## src/rtl/recirculador_param.sv

```systemverilog
// -----------------------------------------------------------------------------
// recirculador_param
//
// Parametrised lane recirculation stage for the PHY data path. Every cycle each
// valid lane word goes either to the main path (toward the FIFOs) or back to
// the recirculation path (toward the stimulus source). Each lane has a one-entry
// hold buffer that absorbs main-path backpressure. A DRAIN state empties the
// holds before the stage recirculates, so a mode change never loses a held
// word. Per-lane sticky flags record words dropped because a hold was full.
//
// Optional feature macro: RECIRC_COUNT_EN
//   defined   : recirc_count is a saturating count of recirculated words.
//   undefined : no counter logic is built and recirc_count is tied to 0.
//
// Ports
//   clk           in   1              clock; all state updates on posedge
//   reset         in   1              asynchronous, active-high reset
//   data_in       in   LANES*DATA_W   lane i = data_in[i*DATA_W +: DATA_W]
//   valid_in      in   LANES          per-lane word valid
//   idl           in   1              1 = link idle/training (recirculate)
//   pause         in   1              main-path backpressure
//   data_out      out  LANES*DATA_W   main-path data, registered
//   valid_out     out  LANES          main-path valid, registered
//   recirc_data   out  LANES*DATA_W   recirculation data, registered
//   recirc_valid  out  LANES          recirculation valid, registered
//   overflow      out  LANES          sticky per-lane drop flag
//   recirc_count  out  CNT_W          saturating recirculated-word count
//
// state   | meaning
// --------+---------------------------------------------------------------
// FWD     | forward to main path; holds absorb pause (reset state)
// DRAIN   | link idle but holds not empty; input recirculates, holds drain
// RECIRC  | link idle, holds empty; all valid input recirculates
// -----------------------------------------------------------------------------
module recirculador_param #(
    parameter int DATA_W = 8,
    parameter int LANES  = 4,
    parameter int CNT_W  = 16
) (
    input  logic                    clk,
    input  logic                    reset,
    input  logic [LANES*DATA_W-1:0] data_in,
    input  logic [LANES-1:0]        valid_in,
    input  logic                    idl,
    input  logic                    pause,
    output logic [LANES*DATA_W-1:0] data_out,
    output logic [LANES-1:0]        valid_out,
    output logic [LANES*DATA_W-1:0] recirc_data,
    output logic [LANES-1:0]        recirc_valid,
    output logic [LANES-1:0]        overflow,
    output logic [CNT_W-1:0]        recirc_count
);

    typedef enum logic [1:0] {
        ST_FWD    = 2'd0,
        ST_DRAIN  = 2'd1,
        ST_RECIRC = 2'd2
    } state_t;

    state_t state;
    state_t state_nxt;

    logic [LANES*DATA_W-1:0] hold_data;
    logic [LANES-1:0]        hold_full;

    logic [LANES*DATA_W-1:0] nxt_data_out;
    logic [LANES-1:0]        nxt_valid_out;
    logic [LANES*DATA_W-1:0] nxt_recirc_data;
    logic [LANES-1:0]        nxt_recirc_valid;
    logic [LANES*DATA_W-1:0] nxt_hold_data;
    logic [LANES-1:0]        nxt_hold_full;
    logic [LANES-1:0]        nxt_overflow;

    // ------------------------------------------------------------------
    // State register
    // ------------------------------------------------------------------
    always_ff @(posedge clk or posedge reset) begin
        if (reset) begin
            state <= ST_FWD;
        end else begin
            state <= state_nxt;
        end
    end

    // ------------------------------------------------------------------
    // Next-state logic. Hold occupancy is judged after this edge's
    // updates, so a word captured on the same edge idl rises still forces
    // a pass through DRAIN instead of being stranded in RECIRC.
    // ------------------------------------------------------------------
    always_comb begin
        state_nxt = state;
        case (state)
            ST_FWD: begin
                if (idl) begin
                    state_nxt = (|nxt_hold_full) ? ST_DRAIN : ST_RECIRC;
                end
            end
            ST_DRAIN: begin
                if (!idl) begin
                    state_nxt = ST_FWD;
                end else if (!(|nxt_hold_full)) begin
                    state_nxt = ST_RECIRC;
                end
            end
            ST_RECIRC: begin
                if (!idl) begin
                    state_nxt = ST_FWD;
                end
            end
            default: state_nxt = ST_FWD;
        endcase
    end

    // ------------------------------------------------------------------
    // Output / lane routing logic. Data registers keep their previous
    // contents unless a word is actually emitted on that path.
    // ------------------------------------------------------------------
    always_comb begin
        nxt_data_out     = data_out;
        nxt_valid_out    = '0;
        nxt_recirc_data  = recirc_data;
        nxt_recirc_valid = '0;
        nxt_hold_data    = hold_data;
        nxt_hold_full    = hold_full;
        nxt_overflow     = overflow;

        for (int i = 0; i < LANES; i++) begin
            case (state)
                ST_FWD: begin
                    if (hold_full[i]) begin
                        if (!pause) begin
                            nxt_data_out[i*DATA_W +: DATA_W] = hold_data[i*DATA_W +: DATA_W];
                            nxt_valid_out[i] = 1'b1;
                            nxt_hold_full[i] = valid_in[i];
                            if (valid_in[i]) begin
                                nxt_hold_data[i*DATA_W +: DATA_W] = data_in[i*DATA_W +: DATA_W];
                            end
                        end else if (valid_in[i]) begin
                            // hold occupied and main path stalled: word is lost
                            nxt_overflow[i] = 1'b1;
                        end
                    end else if (valid_in[i]) begin
                        if (!pause) begin
                            nxt_data_out[i*DATA_W +: DATA_W] = data_in[i*DATA_W +: DATA_W];
                            nxt_valid_out[i] = 1'b1;
                        end else begin
                            nxt_hold_data[i*DATA_W +: DATA_W] = data_in[i*DATA_W +: DATA_W];
                            nxt_hold_full[i] = 1'b1;
                        end
                    end
                end
                ST_DRAIN: begin
                    if (valid_in[i]) begin
                        nxt_recirc_data[i*DATA_W +: DATA_W] = data_in[i*DATA_W +: DATA_W];
                        nxt_recirc_valid[i] = 1'b1;
                    end
                    if (hold_full[i] && !pause) begin
                        nxt_data_out[i*DATA_W +: DATA_W] = hold_data[i*DATA_W +: DATA_W];
                        nxt_valid_out[i] = 1'b1;
                        nxt_hold_full[i] = 1'b0;
                    end
                end
                default: begin
                    // RECIRC: holds are always empty here; pause is irrelevant
                    if (valid_in[i]) begin
                        nxt_recirc_data[i*DATA_W +: DATA_W] = data_in[i*DATA_W +: DATA_W];
                        nxt_recirc_valid[i] = 1'b1;
                    end
                end
            endcase
        end
    end

    // ------------------------------------------------------------------
    // Datapath registers
    // ------------------------------------------------------------------
    always_ff @(posedge clk or posedge reset) begin
        if (reset) begin
            data_out     <= '0;
            valid_out    <= '0;
            recirc_data  <= '0;
            recirc_valid <= '0;
            overflow     <= '0;
            hold_data    <= '0;
            hold_full    <= '0;
        end else begin
            data_out     <= nxt_data_out;
            valid_out    <= nxt_valid_out;
            recirc_data  <= nxt_recirc_data;
            recirc_valid <= nxt_recirc_valid;
            overflow     <= nxt_overflow;
            hold_data    <= nxt_hold_data;
            hold_full    <= nxt_hold_full;
        end
    end

    // ------------------------------------------------------------------
    // Recirculated-word counter
    // ------------------------------------------------------------------
`ifdef RECIRC_COUNT_EN
    localparam int PC_W  = $clog2(LANES + 1);
    localparam int SUM_W = CNT_W + PC_W;

    logic [PC_W-1:0]  pop;
    logic [SUM_W-1:0] cnt_sum;
    logic [SUM_W-1:0] cnt_max;

    always_comb begin
        pop = '0;
        for (int i = 0; i < LANES; i++) begin
            pop = pop + PC_W'(nxt_recirc_valid[i]);
        end
    end

    // widened add so the saturation compare sees the carry
    assign cnt_sum = SUM_W'(recirc_count) + SUM_W'(pop);
    assign cnt_max = SUM_W'({CNT_W{1'b1}});

    always_ff @(posedge clk or posedge reset) begin
        if (reset) begin
            recirc_count <= '0;
        end else if (cnt_sum > cnt_max) begin
            recirc_count <= {CNT_W{1'b1}};
        end else begin
            recirc_count <= cnt_sum[CNT_W-1:0];
        end
    end
`else
    assign recirc_count = '0;
`endif

endmodule

```

## config.mk

```make
export PLATFORM = sky130hd
export DESIGN_NAME = recirculador_param
export DESIGN_NICKNAME = d
export VERILOG_FILES = /design/src/rtl/recirculador_param.sv
export SDC_FILE = /design/constraint.sdc
export NUM_CORES = 1
export LEC_CHECK = 0
export CORE_ASPECT_RATIO = 1.2
export CORE_MARGIN = 5
export CORE_UTILIZATION = 45
export DETAILED_ROUTE_END_ITERATION = 8
export GPL_TIMING_DRIVEN = 0
export HOLD_SLACK_MARGIN = 0.12
export PLACE_DENSITY = 0.81
export SLEW_MARGIN = 20
export SYNTH_ARGS = -nofsm -noshare
export SYNTH_HDL_FRONTEND = slang
export SYNTH_SLANG_ARGS = --single-unit
```

## constraint.sdc

```tcl
create_clock -name clk -period 6.3 [get_ports clk]
set_clock_uncertainty 0.15 [all_clocks]
set_input_delay 1.26 -clock clk [delete_from_list [all_inputs] [get_ports clk]]
set_output_delay 1.26 -clock clk [all_outputs]
set_load 0.05 [all_outputs]
```

* Word-level counts from Yosys, hierarchy flattened
Index checks and enable logic that the tools add are counted.
** Storage, ports and cells
- Bits in registers :: 114
- Bits in latches :: 0
- Memory bits (writable) :: 0
- Bits in read-only memories :: 0
- Input bits :: 40
- Output and inout bits :: 92
- Logic and storage cells :: 172
- Memories :: 0
** Operators by class
- Add/sub/neg operators :: 0
- Multipliers :: 0
- Div/mod/pow operators :: 0
- Magnitude comparators :: 0
- Equal/unequal tests :: 18
- Shifts and indexed selects :: 0
- Muxes and demuxes :: 96
- Bitwise logic cells :: 1
- Reduce and logical (&&, ||, !) cells :: 37
** Operators with widths (count)
- 8-bit 2-to-1 mux :: 40
- 8-bit one-hot mux with 2 select lines :: 4
- 1-bit 2-to-1 mux :: 38
- 4-bit AND reduction :: 8
- 2-bit nonzero test :: 13
- 2-bit inequality test, second input constant :: 11
- 5-bit AND reduction :: 4
- 1-bit one-hot mux with 2 select lines :: 8
- 3-bit inequality test, second input constant :: 5
- 2-bit 2-to-1 mux :: 5
- 2-bit AND reduction :: 4
- 2-bit one-hot mux with 3 select lines :: 1
- 1-bit logical AND :: 4
- 4-bit OR reduction :: 1
- 3-bit AND reduction :: 1
- 2-bit by 1-bit == test with 1-bit output, second input constant :: 1
- 2-bit == test, second input constant :: 1
- 2-bit zero test :: 1
- 1-bit zero test :: 1
- 1-bit NOT :: 1

* Depth between registers and ports, before layout
Gate-level depths: netlist (run 1).
- Word-level depth :: 8
- Mapped depth :: 9
- Gate-level depth less buffers :: 6

* Worst setup path after synthesis (run 1)
OpenSTA, ideal clock, no wires.
- Kind :: input-to-reg
- Start point :: input pause
- End point :: register hold_data[0]
- Library setup time :: 125 ps
- Arrival time :: 2644 ps
- Required time :: 6025 ps
- Slack :: 3381 ps
- Stages on the path :: 6
- Path buffers :: 2
- Cells stage by stage :: buf_6 > buf_2 > inv_1 > ha_1 > nor3_4 > mux2_2
** On the way
- Longest elaborated chain between the ends :: 2
- Elaborated cells on any way between the ends :: 4
- Those cells by class :: eq/ne (1); reduce/logical (3)
** RTL lines
- start, declared :: line 45 : input logic pause,
- 2-bit inequality test (no source line) / 2-bit nonzero test (equally long branches)
- 5-bit AND reduction (no source line) *
- end signal, assigned :: line 192 : hold_data <= nxt_hold_data;
- end, declared :: line 63 : logic [LANES*DATA_W-1:0] hold_data;
Every way passes the cells marked *; elsewhere a longest branch is shown, timed or not.
A chain may end at the register's enable or synchronous reset.

* Final worst setup path (run 1)
- Start point :: input pause
- End point :: register hold_data[16]
The elaborated chain is that of the path after synthesis.

==> summary.txt, run 1 <==
Global route
  • Total global routing track utilization: 17.10%
  • Antenna violations before repair: 0
  • Overall overflow remaining after global route: 0
  • Vias in the first global route: 3,598
  • Largest net degree at the start of global routing: 77
  • Wire length of the first global-routing pass: 18.17 mm

Routing
  • Residual DRC count: 0
  • Wire length per cell after detailed routing: 16.30 um
  • Number of violations reported at the end of detailed-routing iteration 0: 126
  • Residual antenna-violating net count after detailed routing: 0
  • Via density per instance: 5.123
  • Met2 wirelength from detailed routing: 5.559 mm
  • Final Routed Wirelength: 10.90 mm
  • Routed via count: 3,427
  • Met3 layer wire length in the routed design: 652 um
  • Wire length on met1: 4.588 mm
  • Uppermost metal layer occupied by signal nets: met4
  • DR pass1 iterations: 4

Pwr
  • Sw Ratio: 42.08%
  • Clock power frac: 22.5%
  • Sequential group share of total power: 27.1%
  • Pwr dens: 678.3 nW/um^2
  • Total net switching power: 2017 uW
  • Combinational share of power: 50.4%
  • Worst voltage drop across the vdd grid: 375.6 uV
  • P_int: 2776 uW
  • Leakage power: 0.003108 uW

Logic synthesis
  • XOR/XNOR Fraction of Synth Area: 0%
  • Number of synthesized register bits: 114
  • Asr flop ratio synth: 100.0%
  • Part of the Yosys area used for sequential elements: 57.20%
  • Area share of the largest cell type after synthesis: 57.20%
  • Main combinational cell family by area after synthesis: multiplexers
  • Number of enable flip-flop cells after synthesis: 0
  • Synth cell types: 29
  • Fraction of the mapped netlist area in adder cells: 2.007%
  • Gate Count Post-Synth: 374
  • Area fraction in and, or, nand and nor cells after synthesis: 7.551%
  • Yosys warnings: 0
  • Largest cells by area after synthesis: sky130_fd_sc_hd__dfrtp_1 (57%), sky130_fd_sc_hd__mux2_2 (14%), sky130_fd_sc_hd__mux2i_1 (6.4%)
  • Fraction of synthesized area in multiplexers: 20.87%
  • Netlist area before placement: 4987 um^2
  • Cell type with the highest aggregate area in the netlist: sky130_fd_sc_hd__dfrtp_1
  • Predominant post-synthesis flop cell: sky130_fd_sc_hd__dfrtp_1
  • Synthesized area divided by synthesized cell count: 13.33 um^2
  • Complex-gate fraction of the synthesized area: 7.501%

Floorplan
  • I/O pin total: 132
  • Die H: 125.3 um
  • Placeable Area: 10,930 um^2
  • Number of standard-cell rows in the floorplan: 42
  • Area of the die: 13,300 um^2
  • Chip width: 106.1 um
  • Initial core utilization: 45.63%

Placed design
  • HPWL after DPL: 7.544 mm
  • # port buffers: 115
  • Gpl congestion: 0.8093
  • Post-Place Cells: 637
  • Cell area after placement: 6392 um^2

STA
  • Hold Vio Cnt, Final: 0
  • Fmax: 285.9 MHz
  • Final Hold Slack: 0.3107 ns
  • Final slew viol count: 0
  • Remaining max-slew budget at the tightest pin: 61.34%
  • Slew at the pin closest to its max-slew limit: 0.5793 ns
  • Setup repair after global routing missed its margin: no
  • Final setup violation count: 0
  • Setup Total Neg Slack: 0 ns
  • Clock period minus worst slack: 3.497 ns
  • Post-route clock period utilization: 55.51%

Critical path
  • Worst Path Required: 6.42 ns
  • Kind of critical path: in -> reg
  • Element type at the critical path start: input pin
  • Worst reg2reg path depth: 4
  • Highest net fanout along the worst path: 10
  • Data arrival time of the worst path: 3.62 ns
  • Crit. End Element: flip-flop

CTS
  • Inserted Clock Buffers: 17
  • Cells resized by post-CTS repair: 0
  • CTS H-tree depth: 4
  • Clock slew seen by the registers of the worst setup and hold paths: 0.05 ns
  • Clock Tree Root: sky130_fd_sc_hd__clkbuf_16
  • Latest clock arrival within the worst-skew pair: 0.39 ns
  • Count of buffers added by post-CTS timing repair for setup: 0
  • Largest buffer count on any clock path: 2
  • TritonCTS clock tree: yes
  • Total clock sinks: 114
  • Hold buffers post-CTS: 0

Layout
  • Fraction of layout instances using a drive strength above 1: 26.82%
  • Synth-to-Final Area Change: 41.70%
  • Antenna diode instance count: 0
  • Final cell area excluding filler cells: 7067 um^2
  • Final core utilization: 64.65%
  • Total Nets Final: 572
  • Layout Cells excl Fill: 669

Flow run
  • Maxcap violations: 0

Min path
  • Worst hold path type: reg -> reg
  • Number of instances on the worst hold path: 1

Status
  • Status: finished, final reports clean
cell type report:
cell class | count | area (um^2)
inverters | 7 | 31.28
plain buffers | 26 | 212.7
multi-input cells | 242 | 1952
clock buffers | 18 | 439.2
flip-flops and latches | 114 | 2853
repair buffers | 116 | 1179
fillers | 803 | 3864
clock inverters | 14 | 235.2
well taps | 132 | 165.2
cells in the mapped netlist (4+ instances only):
cell type	count
sky130_fd_sc_hd__a21oi_1	33
sky130_fd_sc_hd__nor2_1	37
sky130_fd_sc_hd__inv_1	7
sky130_fd_sc_hd__nand2_1	13
sky130_fd_sc_hd__a21oi_4	4
sky130_fd_sc_hd__mux2i_1	32
sky130_fd_sc_hd__a41o_1	4
sky130_fd_sc_hd__nor3_4	4
sky130_fd_sc_hd__mux2_2	64
sky130_fd_sc_hd__buf_4	18
sky130_fd_sc_hd__nor2_2	4
sky130_fd_sc_hd__or3_4	4
sky130_fd_sc_hd__buf_6	6
sky130_fd_sc_hd__ha_1	8
sky130_fd_sc_hd__dfrtp_1	114
critical path, cell delays in order:
cell	delay [ns]
sky130_fd_sc_hd__clkdlybuf4s50_1	0.61
sky130_fd_sc_hd__buf_6	0.18
sky130_fd_sc_hd__buf_2	0.22
sky130_fd_sc_hd__inv_1	0.15
sky130_fd_sc_hd__ha_1	0.35
sky130_fd_sc_hd__nor3_4	0.45
sky130_fd_sc_hd__mux2_2	0.40
final timing paths:
path / startpoint / end / slack, ns
max: pause / hold_data[16] / 2.80
min: overflow[3] / overflow[3] / 0.31
max reg2reg: state[1] / hold_data[16] / 4.34
min reg2reg: overflow[3] / overflow[3] / 0.31
max in group asynchronous: reset / data_out[10] / 4.20
min in group asynchronous: reset / recirc_data[27] / 1.10
cells by family after synthesis:
logic type	after synthesis
fa+ha+maj	8
other cells	1
flops	114
compound gates	53
buf+inv	33
mux	96
simple gates	69
cells in the final DEF (no fill, tap or decap), types with 4 or more instances in the layout:
cell type	Yosys	layout
sky130_fd_sc_hd__mux2_2	64	64
sky130_fd_sc_hd__buf_6	6	6
sky130_fd_sc_hd__conb_1	1	16
sky130_fd_sc_hd__buf_4	18	18
sky130_fd_sc_hd__clkdlybuf4s50_1	0	115
sky130_fd_sc_hd__nor2_1	37	37
sky130_fd_sc_hd__nor2_2	4	4
sky130_fd_sc_hd__clkbuf_16	0	17
sky130_fd_sc_hd__a21oi_1	33	33
sky130_fd_sc_hd__nand2_1	13	13
sky130_fd_sc_hd__nor3_4	4	4
sky130_fd_sc_hd__bufinv_16	0	6
sky130_fd_sc_hd__mux2i_1	32	32
sky130_fd_sc_hd__or3_4	4	4
sky130_fd_sc_hd__inv_1	7	6
sky130_fd_sc_hd__dfrtp_1	114	114
sky130_fd_sc_hd__a21oi_4	4	4
sky130_fd_sc_hd__ha_1	8	8
sky130_fd_sc_hd__a41o_1	4	4
power groups by stage:
stage	clock network, uW	logic (uW)	registers (uW)
after floorplan	0	879	2120
after global placement	0	2390	1290
after detailed placement	0	2430	1310
after CTS	1100	2440	1300
after global routing	1140	2550	1350
final	1080	2410	1300
registers in the layout, summed over array words and instances (netlist names):
name          cells
recirc_valid      4
state             2
data_out         32
hold_full         4
hold_data        32
overflow          4
valid_out         4
recirc_data      32
per-layer routing:
layer,GRT usage (%),vias to the layer above
met5,0,-
met4,4.802,0
met3,5.825,7
met2,28.72,106
met1,20.97,1708
li1,-,1606
metrics by stage:
| step | setup WS, ns | power [uW] |
|---|---|---|
| 2_1_floorplan | 1.874 | 2998 |
| 3_3_place_gp | 0.3055 | 3680 |
| 3_5_place_dp | 2.381 | 3747 |
| 4_1_cts | 2.806 | 4844 |
| 5_1_grt | 2.679 | 5037 |
| 6_report | 2.803 | 4793 |
No activity file was read; power rests on OpenSTA's default activity.
==> run 2: changes to the inputs <==
==> constraint.sdc (replaced) <==
create_clock -name clk -period 3.5 [get_ports clk]
set_clock_uncertainty 0.15 [all_clocks]
set_input_delay 0.7 -clock clk [delete_from_list [all_inputs] [get_ports clk]]
set_output_delay 0.7 -clock clk [all_outputs]
set_load 0.05 [all_outputs]
==> summary.txt, run 2 (synthesized netlist as in run 1, its figures left out) <==
Critical path
  • Worst reg2reg path depth: 4 (unchanged)
  • Data arrival time of the worst path: 3.07 ns (was 3.62 ns)
  • Longest individual stage delay on the worst path: 0.59 ns (was 0.61 ns)
  • R2R Path Start: state[1] (unchanged)
  • Cell chain of the critical path: clkdlybuf4s50_1 > buf_6 > buf_2 > inv_1 > ha_1 > nor3_4 > mux2_2 (unchanged)
  • Destination of the worst register-to-register timing path: hold_data[15] (was hold_data[16])
  • Crit. End Element: flip-flop (unchanged)
  • Highest net fanout along the worst path: 10 (unchanged)
  • Worst Path Required: 3.63 ns (was 6.42 ns)
  • Critical-path top delay cell: sky130_fd_sc_hd__clkdlybuf4s50_1 (unchanged)
  • Element type at the critical path start: input pin (unchanged)
  • Kind of critical path: in -> reg (unchanged)
  • FF-to-FF setup slack: 1.55 ns (was 4.34 ns)

Layout
  • Registers with the highest flip-flop counts: data_out x32, hold_data x32, recirc_data x32 (unchanged)
  • Total Nets Final: 574 (was 572)
  • Synth-to-Final Area Change: 40.14% (was 41.70%)
  • Antenna diode instance count: 0 (unchanged)
  • Final core utilization: 63.94% (was 64.65%)
  • Total area of multi-input combinational cells: 1952 um^2 (unchanged)
  • Fraction of layout instances using a drive strength above 1: 26.44% (was 26.82%)
  • Register area: 2853 um^2 (unchanged)
  • Layout Cells excl Fill: 669 (unchanged)
  • Commonest cells after routing, fill and taps aside: sky130_fd_sc_hd__clkdlybuf4s50_1 (115), sky130_fd_sc_hd__dfrtp_1 (114), sky130_fd_sc_hd__mux2_2 (64) (unchanged)
  • Most common cell after layout, fill and taps aside: sky130_fd_sc_hd__clkdlybuf4s50_1 (unchanged)
  • Filler instances: 854 (was 803)

STA
  • Final slew viol count: 0 (unchanged)
  • Slew at the pin closest to its max-slew limit: 0.7184 ns (was 0.5793 ns)
  • Hold Vio Cnt, Final: 0 (unchanged)
  • Setup Total Neg Slack: 0 ns (unchanged)
  • Post-route clock period utilization: 83.88%
  • Setup repair after global routing missed its margin: no (unchanged)
  • Fmax: 340.6 MHz
  • Remaining max-slew budget at the tightest pin: 52.01% (was 61.34%)
  • Post-route worst setup slack: 0.5642 ns (was 2.803 ns)
  • Clock period minus worst slack: 2.936 ns
  • Final Hold Slack: 0.3201 ns (was 0.3107 ns)
  • Final setup violation count: 0 (unchanged)

CTS
  • Total clock sinks: 114 (unchanged)
  • Cells resized by post-CTS repair: 0 (unchanged)
  • Largest buffer count on any clock path: 2 (unchanged)
  • TritonCTS clock tree: yes (unchanged)
  • Count of buffers added by post-CTS timing repair for setup: 0 (unchanged)
  • Inserted Clock Buffers: 17 (unchanged)
  • Clock slew seen by the registers of the worst setup and hold paths: 0.05 ns (about the same)
  • Latest clock arrival within the worst-skew pair: 0.40 ns (was 0.39 ns)
  • CTS H-tree depth: 4 (unchanged)
  • Hold buffers post-CTS: 0 (unchanged)
  • Clock Tree Root: sky130_fd_sc_hd__clkbuf_16 (unchanged)

Routing
  • Residual antenna-violating net count after detailed routing: 0 (unchanged)
  • Final Routed Wirelength: 11.16 mm (was 10.90 mm)
  • Routed via count: 3,380 (was 3,427)
  • Via density per instance: 5.052 (was 5.123)
  • DR pass1 iterations: 4 (unchanged)
  • Wire length per cell after detailed routing: 16.68 um (was 16.30 um)
  • Residual DRC count: 0 (unchanged)
  • Number of violations reported at the end of detailed-routing iteration 0: 102 (was 126)

Global route
  • Largest net degree at the start of global routing: 36 (was 77)
  • Global-route met1 utilization: 20.91% (was 20.97%)
  • Busiest layer in global routing: met2 (unchanged)
  • Total global routing track utilization: 17.50% (was 17.10%)
  • Antenna violations before repair: 0 (unchanged)
  • Global-route track usage on met3: 5.825% (unchanged)
  • Overall overflow remaining after global route: 0 (unchanged)
  • Vias in the first global route: 3,652 (was 3,598)
  • Grt met2 use: 30.14% (was 28.72%)
  • Wire length of the first global-routing pass: 18.64 mm (was 18.17 mm)

Floorplan
  • Initial core utilization: 45.63% (unchanged)
  • Number of standard-cell rows in the floorplan: 42 (unchanged)
  • Area of the die: 13,300 um^2 (unchanged)
  • Placeable Area: 10,930 um^2 (unchanged)
  • Chip width: 106.1 um (unchanged)
  • I/O pin total: 132 (unchanged)
  • Die H: 125.3 um (unchanged)

Min path
  • Worst hold path type: reg -> reg (unchanged)
  • Number of instances on the worst hold path: 1 (unchanged)
  • Critical hold path startpoint: overflow[2] (was overflow[3])
  • Min-Delay Endpoint: overflow[2] (was overflow[3])

Placed design
  • Gpl congestion: 0.7912 (was 0.8093)
  • Post-Place Worst Slack: 0.1288 ns (was 2.381 ns)
  • Post-Place Cells: 639 (was 637)
  • HPWL after DPL: 7.903 mm (was 7.544 mm)
  • # port buffers: 115 (unchanged)

Flow run
  • Maxcap violations: 0 (unchanged)

Pwr
  • Leakage power: 0.003082 uW (was 0.003108 uW)
  • Worst voltage drop across the vdd grid: 650.2 uV (was 375.6 uV)
  • Pwr dens: 1191 nW/um^2 (was 678.3 nW/um^2)

Status
  • Status: finished, final reports clean (unchanged)
[run 2: changes by cell type in the layout (fill, tap and decap cells not counted)]
cell	change
sky130_fd_sc_hd__buf_12	+3
sky130_fd_sc_hd__clkinv_2	+1
sky130_fd_sc_hd__clkinvlp_4	-2
sky130_fd_sc_hd__clkbuf_8	+5
sky130_fd_sc_hd__clkinv_4	-2
sky130_fd_sc_hd__buf_16	-1
sky130_fd_sc_hd__bufinv_16	-5
sky130_fd_sc_hd__clkbuf_1	+2
sky130_fd_sc_hd__inv_6	-1
[run 2: how the worst max path moves through the flow]
stage	start	endpoint	slack, ns	cells after the start
after floorplan	pause	hold_data[0]	1.14	6
after global placement	pause	hold_data[4]	0.19	7
after detailed placement	pause	hold_data[22]	0.13	7
after CTS	pause	hold_data[15]	0.55	7
after global routing	pause	hold_data[16]	0.46	7
final	pause	hold_data[0]	0.56	7
[run 2: worst max-delay path, delay by kind of cell]
family        cells  cell delay (ns)
fa+ha+maj         1             0.36
buf+inv           4             1.15
mux               1             0.40
simple gates      1             0.44
[run 2: report_power, final]
group	internal (uW)	total (uW)	switching (uW)
registers	1980	2350	367
logic	1670	4360	2690
clock network	1080	1620	544
[run 2: area by class of cell]
class / count / area share (%)
flip-flops and latches: 114 / 40.82
multi-input cells: 242 / 27.93
repair buffers: 118 / 17.33
clock buffers: 25 / 7.376
plain buffers: 26 / 3.043
well taps: 132 / 2.363
clock inverters: 5 / 0.7161
inverters: 7 / 0.4296
[run 2: metal layers]
layer,up-vias,part of all wire [%]
li1,1602,-
met1,1682,42
met2,91,51
met3,5,5.8
met4,0,0.49
met5,-,0
[run 2: stage by stage]
stage | power (uW) | cell area (um^2)
after global placement | 6626 | 6364
final | 8326 | 6989
after floorplan | 5396 | 5047
after CTS | 8433 | 6989
after detailed placement | 6763 | 6424
after global routing | 8763 | 6989
==> run 3: changes to the inputs <==
==> constraint.sdc (replaced) <==
create_clock -name clk -period 2.8 [get_ports clk]
set_clock_uncertainty 0.15 [all_clocks]
set_input_delay 0.56 -clock clk [delete_from_list [all_inputs] [get_ports clk]]
set_output_delay 0.56 -clock clk [all_outputs]
set_load 0.05 [all_outputs]
==> summary.txt, run 3 (synthesized netlist as in run 1, its figures left out) <==
Status
  • Status: finished, final reports clean (unchanged)

Layout
  • Antenna diode instance count: 0 (unchanged)
  • Final core utilization: 64.63% (was 63.94%)
  • Registers with the highest flip-flop counts: data_out x32, hold_data x32, recirc_data x32 (unchanged)
  • Commonest cells after routing, fill and taps aside: sky130_fd_sc_hd__clkdlybuf4s50_1 (115), sky130_fd_sc_hd__dfrtp_1 (114), sky130_fd_sc_hd__mux2_2 (64) (unchanged)
  • Layout Cells excl Fill: 674 (was 669)
  • Synth-to-Final Area Change: 41.65% (was 40.14%)
  • Most common cell after layout, fill and taps aside: sky130_fd_sc_hd__clkdlybuf4s50_1 (unchanged)
  • Total Nets Final: 579 (was 574)
  • Fraction of layout instances using a drive strength above 1: 27.12% (was 26.44%)

STA
  • Hold Vio Cnt, Final: 0 (unchanged)
  • Final setup violation count: 0 (unchanged)
  • Remaining max-slew budget at the tightest pin: 52.15% (was 52.01%)
  • Clock period minus worst slack: 2.671 ns
  • Slew at the pin closest to its max-slew limit: 0.7163 ns (was 0.7184 ns)
  • Post-route clock period utilization: 95.40%
  • Post-route worst setup slack: 0.1289 ns (was 0.5642 ns)
  • Fmax: 374.4 MHz
  • Setup repair after global routing missed its margin: no (unchanged)
  • Final slew viol count: 0 (unchanged)

Min path
  • Worst hold path type: reg -> reg (unchanged)
  • Number of instances on the worst hold path: 1 (unchanged)

Floorplan
  • Number of standard-cell rows in the floorplan: 42 (unchanged)
  • Initial core utilization: 45.63% (unchanged)
  • Die H: 125.3 um (unchanged)
  • Area of the die: 13,300 um^2 (unchanged)
  • Chip width: 106.1 um (unchanged)
  • I/O pin total: 132 (unchanged)
  • Placeable Area: 10,930 um^2 (unchanged)

Pwr
  • Combinational share of power: 52.8% (was 52.3%)
  • Leakage power: 0.003118 uW (was 0.003082 uW)
  • Pwr dens: 1487 nW/um^2 (was 1191 nW/um^2)
  • Sequential group share of total power: 28.0% (was 28.2%)
  • Sw Ratio: 43.01% (was 43.23%)
  • Total net switching power: 4518 uW (was 3599 uW)
  • Clock power frac: 19.3% (was 19.5%)
  • Worst voltage drop across the vdd grid: 814.2 uV (was 650.2 uV)
  • P_int: 5987 uW (was 4727 uW)
  • Post-layout total power: 10,510 uW (was 8326 uW)

Placed design
  • # port buffers: 115 (unchanged)
  • Post-Place Cells: 639 (unchanged)
  • Gpl congestion: 0.7912 (unchanged)
  • HPWL after DPL: 7.903 mm (unchanged)
  • Post-Place Worst Slack: -0.4312 ns (was 0.1288 ns)

CTS
  • TritonCTS clock tree: yes (unchanged)
  • Cells resized by post-CTS repair: 0 (unchanged)
  • Latest clock arrival within the worst-skew pair: 0.39 ns (was 0.40 ns)
  • Total clock sinks: 114 (unchanged)
  • Clock Tree Root: sky130_fd_sc_hd__clkbuf_16 (unchanged)
  • Inserted Clock Buffers: 17 (unchanged)
  • CTS H-tree depth: 4 (unchanged)
  • Largest buffer count on any clock path: 2 (unchanged)
  • Clock slew seen by the registers of the worst setup and hold paths: 0.05 ns (about the same)

Global route
  • Largest net degree at the start of global routing: 36 (unchanged)
  • Overall overflow remaining after global route: 0 (unchanged)
  • Antenna violations before repair: 0 (unchanged)
  • Total global routing track utilization: 17.50% (unchanged)
  • Wire length of the first global-routing pass: 18.64 mm (unchanged)
  • Vias in the first global route: 3,652 (unchanged)

Routing
  • Routed via count: 3,393 (was 3,380)
  • DR pass1 iterations: 4 (unchanged)
  • Residual DRC count: 0 (unchanged)
  • Via density per instance: 5.034 (was 5.052)
  • Wire length per cell after detailed routing: 16.68 um (about the same)
  • Number of violations reported at the end of detailed-routing iteration 0: 118 (was 102)
  • Final Routed Wirelength: 11.24 mm (was 11.16 mm)
  • Residual antenna-violating net count after detailed routing: 0 (unchanged)

Critical path
  • Highest net fanout along the worst path: 10 (unchanged)
  • Crit. End Element: flip-flop (unchanged)
  • Data arrival time of the worst path: 2.80 ns (was 3.07 ns)
  • Kind of critical path: in -> reg (unchanged)
  • Worst Path Required: 2.93 ns (was 3.63 ns)
  • Element type at the critical path start: input pin (unchanged)
  • Worst reg2reg path depth: 4 (unchanged)

Flow run
  • Maxcap violations: 0 (unchanged)
-- run 3: final cells by class --
cell class / count / area [um^2]
clock inverter: 5 / 50.05
buffer: 26 / 212.7
inverter: 7 / 30.03
clock buffer: 25 / 515.5
fill: 848 / 3866
timing repair buffer: 123 / 1286
multi-input combinational: 242 / 1952
sequential: 114 / 2853
tap: 132 / 165.2
-- run 3: metrics by stage --
step	TNS [ns]	hold slack, ns	instance area (um^2)
after CTS	0	0.3240	6989
after global placement	-50.69	0.3048	6364
after global routing	0	0.3360	7064
after floorplan	0	0.3300	5047
after detailed placement	-13.14	0.3127	6424
final	0	0.3198	7064
-- run 3: worst max-delay path: stages --
cell and delay (ns):
sky130_fd_sc_hd__clkdlybuf4s50_1 0.60, sky130_fd_sc_hd__buf_6 0.18, sky130_fd_sc_hd__buf_2 0.22, sky130_fd_sc_hd__inv_1 0.16, sky130_fd_sc_hd__ha_1 0.36, sky130_fd_sc_hd__nor3_4 0.23, sky130_fd_sc_hd__buf_12 0.15, sky130_fd_sc_hd__mux2_2 0.33
-- run 3: timing repair --
action | 4_1_cts | 5_1_grt
setup buffers | 0 | 5
pin swaps | 2 | 4
endpoints found under the setup margin | 4 | 32
hold buffers | 0 | 0
-- run 3: worst paths after layout --
check                            startpoint              end  slack, ns
worst min register to register  overflow[2]      overflow[2]       0.32
max in group asynchronous             reset  recirc_data[15]       1.24
min in group asynchronous             reset  recirc_data[22]       0.48
worst min-delay path            overflow[2]      overflow[2]       0.32
worst max-delay path                  pause    hold_data[22]       0.13
worst max register to register     state[1]  recirc_data[30]       0.91
-- run 3: power groups by stage --
| stage | Combinational (uW) | Sequential, uW | Clock, uW |
|---|---|---|---|
| after floorplan | 1980 | 4770 | 0 |
| after global placement | 5380 | 2910 | 0 |
| after detailed placement | 5490 | 2970 | 0 |
| after CTS | 5510 | 2950 | 2080 |
| after global routing | 5850 | 3050 | 2160 |
| final | 5540 | 2940 | 2020 |
-- run 3: layer usage --
metal,share of wire (%),vias up,global-route usage [%]
met2,52,107,30.14
met5,0,-,0
met4,0.35,0,4.802
met3,6.1,5,5.825
li1,-,1610,-
met1,42,1671,20.91
==> RTL edit 1 (settings of run 2) <==
Remove the register `recirc_valid`: a continuous assignment takes its place, so the output `recirc_valid` follows one clock earlier. Comments in the files are not updated.
--- a/src/rtl/recirculador_param.sv
+++ b/src/rtl/recirculador_param.sv
@@ -181,3 +181,2 @@
             recirc_data  <= '0;
-            recirc_valid <= '0;
             overflow     <= '0;
@@ -189,3 +188,2 @@
             recirc_data  <= nxt_recirc_data;
-            recirc_valid <= nxt_recirc_valid;
             overflow     <= nxt_overflow;
@@ -195,2 +193,4 @@
     end
+
+    assign recirc_valid = nxt_recirc_valid;
 
Function: changed (a bounded check fails within 4 cycles, from zero or initial values and one cycle with reset high).
==> RTL edit 1 against run 2 <==
  * Synthesized area is 2.4% lower
  * Design area is 5.5% lower
  * Sequential cell count is 4 lower
  * Count of clock-buffer cells in the layout is 14 lower
  * Routed wire length is 1.1% lower
  * Worst setup slack worse by 0.47 ns
  * Critical path type is now input port to output pin
  * Largest cell class unchanged
Power is left out: the tool's default activity adds up to more than one toggle a clock period on the data nets, which glitch-free logic cannot reach.
==> RTL edit 1: results (changes against run 2) <==
- Outcome: completed
- Post-CTS Setup Repair Bufs: 0 (unchanged)
- Post-synth top cells: dfrtp_1, mux2_2, nor2_1
- Post-synthesis sequential area ratio: 0.565 (-0.00659)
- Total GRT Usage: 0.175 (-0.000443)
- Starting DRC count in detailed routing: 130 (+27%)
- Synth Area in XOR/XNOR: 0 (unchanged)
- Crit path DAT: 2.55 ns (-0.52 ns)
- # diodes: 0 (unchanged)
- TritonCTS Buffers: 9 (-8)
- Post-CTS sizing: 0 (unchanged)
- First-pass GRT wire length: 18.1 mm (-2.6%)
- Max Cap Violations: 0 (unchanged)
- Worst Path Max Fanout: 9 (-1)
- Detail Placement HPWL: 7.80 mm (-1.3%)
- Post-synthesis mux area share: 0.214 (+0.00510)
- Rel. slew slack: 0.613 (+0.0932)
- Clk Latency, worst-skew pair: 0.34 ns (-0.06 ns)
- Worst min path class: flip-flop to flip-flop
- Number of distinct library cells after synthesis: 31 (+6.9%)
- Main area contributors after synthesis: dfrtp_1, mux2_2, mux2i_1, a21oi_1, nor2_1
- Critical Path Max Stage Delay: 0.81 ns (+0.22 ns)
- IO Port Bufs: 115 (unchanged)
- Max clock buf depth: 2 (unchanged)
- Clk root buf: clkbuf_16
- Synthesized-area fraction occupied by adder cells: 0.0206 (+0.000490)
- Hold_buf cts: 0 (unchanged)
- Final Wtd Congestion: 0.744 (-6.0%)
- Largest net degree at the start of global routing: 36 (unchanged)
- Via density: 5.17 (+2.4%)
- CTS H-tree lvls: 3 (-1)
- Share of cells above drive strength 1: 0.240 (-0.0246)
- Final Hold Vio Count: 0 (unchanged)
- Synth Area in Compound Gates: 0.0745 (-0.000482)
- Prevailing post-synth register cell: dfrtp_1
- Vias in the first global route: 3,565 (-2.4%)
- NumNets Final: 561 (-2.3%)
- FILL cells: 843 (-1.3%)
- Delay-heaviest family, CP: buffers and inverters
- Worst-path clk slew: 0.07 ns (+0.02 ns)
- WL final: 11.0 mm (-1.1%)
RTL edit 1: stage by stage:
stage,setup WS [ns],utilization,cell area [um^2],hold slack [ns],cells
global route,0.0131,0.625,6610,0.338,646
floorplan,1.30,-,4930,0.330,384
finish,0.0974,0.625,6610,0.322,646
global placement,0.106,0.591,6240,0.309,628
CTS,0.0816,0.625,6610,0.323,646
detailed placement,0.0770,0.596,6300,0.308,631
RTL edit 1: worst paths after layout:
| path | start | end | slack, ns | cells past startpoint |
|---|---|---|---|---|
| setup reg to reg | state[1] | hold_data[24] | 1.53 | 4 |
| hold reg to reg | overflow[0] | overflow[0] | 0.32 | 1 |
| min in group asynchronous | reset | recirc_data[4] | 0.50 | 2 |
| max in group asynchronous | reset | valid_out[2] | 1.99 | 4 |
| hold / removal | overflow[0] | overflow[0] | 0.32 | 1 |
| setup / recovery | valid_in[0] | recirc_valid[0] | 0.1 | 4 |
RTL edit 1: per-layer routing:
| layer | GRT usage | up-vias | routed length [um] |
|---|---|---|---|
| li1 | - | 1569 | - |
| met1 | 0.213 | 1657 | 4510 |
| met2 | 0.303 | 105 | 5690 |
| met3 | 0.0394 | 12 | 665 |
| met4 | 0.0663 | 0 | 180 |
| met5 | 0 | - | 0 |
RTL edit 1: layout make-up:
type                       count  share of cell area
sequential                   110               0.417
multi-input combinational    242               0.293
timing repair buffer         118               0.183
clock buffer                  11              0.0352
buffer                        25              0.0314
tap                          129              0.0244
clock inverter                 4              0.0110
inverter                       7             0.00455
RTL edit 1: logic make-up after synthesis:
family | count (synthesis)
multiplexers | 96
AND/OR/NAND/NOR | 69
other | 1
flip-flops | 110
AO/OA/AOI/OAI | 53
buffers and inverters | 32
adder cells (fa/ha/maj) | 8
==> RTL edit 2 (flow settings as in run 2) <==
Without the edit above. The option `RECIRC_COUNT_EN` is turned on by a define.
--- a/src/rtl/recirculador_param.sv
+++ b/src/rtl/recirculador_param.sv
@@ -34,2 +34,4 @@
 // -----------------------------------------------------------------------------
+`define RECIRC_COUNT_EN
+
 module recirculador_param #(
Function: changed (a bounded check fails within 4 cycles, from zero or initial values and one cycle with reset high).
==> RTL edit 2 against run 2 <==
  * Routed wire length is 20% higher
  * Count of clock-buffer cells in the layout is 6 lower
  * Worst setup slack worse by 0.40 ns
  * Synthesized area is 16% higher
  * Sequential cell count is 16 higher
  * Design area is 17% higher
  * Critical endpoint is now recirc_count[12]
  * Sequential share of layout area is 1.1 points lower
  * Largest cell class unchanged
  * Critical path type is now flip-flop to flip-flop
  * Power is 16% higher
  * First-iteration DRC count is 60% higher
==> RTL edit 2: results (changes against run 2) <==
- Syn nets: roughly 460
- Cell Area, Placed: 7390 um^2 (+15%)
- Hold depth: 1 (unchanged)
- Worst min path class: flip-flop to flip-flop
- Outcome: completed
- First-pass GRT wire length: 22.4 mm (+20%)
- Largest net degree at the start of global routing: 36 (unchanged)
- Syn avg cell area: 14.1 um^2 (+5.6%)
- Placed Cells: 709 (+11%)
- Synthesis warning total: 0 (unchanged)
- Starting DRC count in detailed routing: 163 (+60%)
- CTS H-tree lvls: 4 (unchanged)
- TritonCTS Buffers: 17 (unchanged)
- Clk Latency, worst-skew pair: 0.40 ns (about the same)
- Final Wtd Congestion: 0.859 (+8.6%)
- R2R depth: 14 (+10)
- NumNets Final: 620 (+8.0%)
- Clk root buf: clkbuf_16
- Worst Path Max Fanout: 9 (-1)
- IO Port Bufs: 131 (+14%)
- Main area contributors after synthesis: dfrtp_1, mux2_2, ha_1, nand2_1, a21oi_1
- Rel. slew slack: 0.634 (+0.114)
- WL final: 13.4 mm (+20%)
- Via density: 5.24 (+3.7%)
- Total GRT Usage: 0.186 (+0.0108)
- Initial antenna violation count: 0 (unchanged)
- Number of distinct library cells after synthesis: 41 (+41%)
- Share of cells above drive strength 1: 0.348 (+0.0832)
- Crit path DAT: 3.48 ns (+0.41 ns)
- Largest registers: data_out: 32 flops, hold_data: 32 flops, recirc_data: 32 flops
- Leakage: 3.42 nW (+11%)
- FILL cells: 942 (+10%)
- WL/cell: 18.0 um (+7.9%)
- Detail Placement HPWL: 9.57 mm (+21%)
- Post-synthesis sequential area ratio: 0.563 (-0.00862)
- VDD IR-drop max: 0.691 mV (+6.2%)
- Max clock buf depth: 2 (unchanged)
- Post-synth top cells: dfrtp_1, mux2_2, nand2_1
- Vias in the first global route: 4,344 (+19%)
- # diodes: 0 (unchanged)
- Fraction of registers with async set/reset: 1.00 (unchanged)
- DR pass1 iterations: 4 (unchanged)
- Worst-path clk slew: 0.06 ns
RTL edit 2: changes by cell type in the layout (fill, tap and decap cells not counted), moves of 14 or more:
cell             delta
conb_1             -16
nor2_1             -25
clkdlybuf4s50_1    +14
mux2_2             +66
mux2i_1            -29
dfrtp_1            +16
a21oi_1            -19
buf_4              -14
RTL edit 2: what timing repair did:
action / 4_1_cts / 5_1_grt
endpoints found under the setup margin: 14 / 13
pin swaps: 2 / 3
resized for setup: 15 / 4
setup buffers: 3 / 1
RTL edit 2: worst paths after layout:
path	from	end	slack, ns
setup / recovery	state[1]	recirc_count[12]	0.16
hold / removal	overflow[3]	overflow[3]	0.32
setup reg to reg	state[1]	recirc_count[12]	0.16
hold reg to reg	overflow[3]	overflow[3]	0.32
max in group asynchronous	reset	data_out[20]	2.01
min in group asynchronous	reset	recirc_valid[3]	0.48
RTL edit 2: through the flow:
step	util	TNS (ns)	power [W]	setup slack, ns
after global routing	0.650	0	0.0101	0.00118
after CTS	0.648	0	0.00973	0.0107
final	0.650	0	0.00963	0.159
after global placement	0.579	-20.11	0.00736	-0.616
after detailed placement	0.586	-8.15	0.00753	-0.756
after floorplan	-	0	0.00600	0.00643
RTL edit 2: layout make-up:
type / count / area share
buffer: 8 / 0.00595
clock buffer: 19 / 0.0552
clock inverter: 13 / 0.0310
inverter: 11 / 0.00549
multi-input combinational: 261 / 0.307
sequential: 130 / 0.397
tap: 164 / 0.0250
timing repair buffer: 139 / 0.174
RTL edit 2: critical path, cell delays in order, from the launching register on:
cell and delay (ns):
dfrtp_1 0.35, buf_2 0.16, or2_1 0.25, buf_8 0.17, nand2_8 0.08, inv_1 0.06, fa_1 0.50, inv_1 0.05
fa_2 0.33, inv_1 0.08, fa_2 0.23, and4_4 0.25, nand3_4 0.11, nor2_4 0.11, mux2_2 0.33
RTL edit 2: where the power goes:
group	switching [W]	leakage (nW)	internal, W	total [W]
Sequential	0.000417	1.55	0.00222	0.00264
Clock	0.000650	0.344	0.00145	0.00210
Combinational	0.00287	1.53	0.00203	0.00490
RTL edit 2: per-layer routing:
metal,global-route usage,share of wire
met5,0,0
met4,0.0561,0.018
met3,0.0573,0.057
met2,0.319,0.53
met1,0.224,0.40
RTL edit 2: logic make-up (layout without fill, tap and decap cells):
group | count (synthesis) | count (layout) | synth area share
AOI/OAI and AO/OA | 34 | 34 | 0.0464
buffers and inverters | 19 | 190 | 0.0143
xor gates and xnor gates | 4 | 4 | 0.00607
and+or+nand+nor | 75 | 75 | 0.0754
DFF | 130 | 130 | 0.563
adders and majority gates | 12 | 12 | 0.0299
muxes | 136 | 136 | 0.265
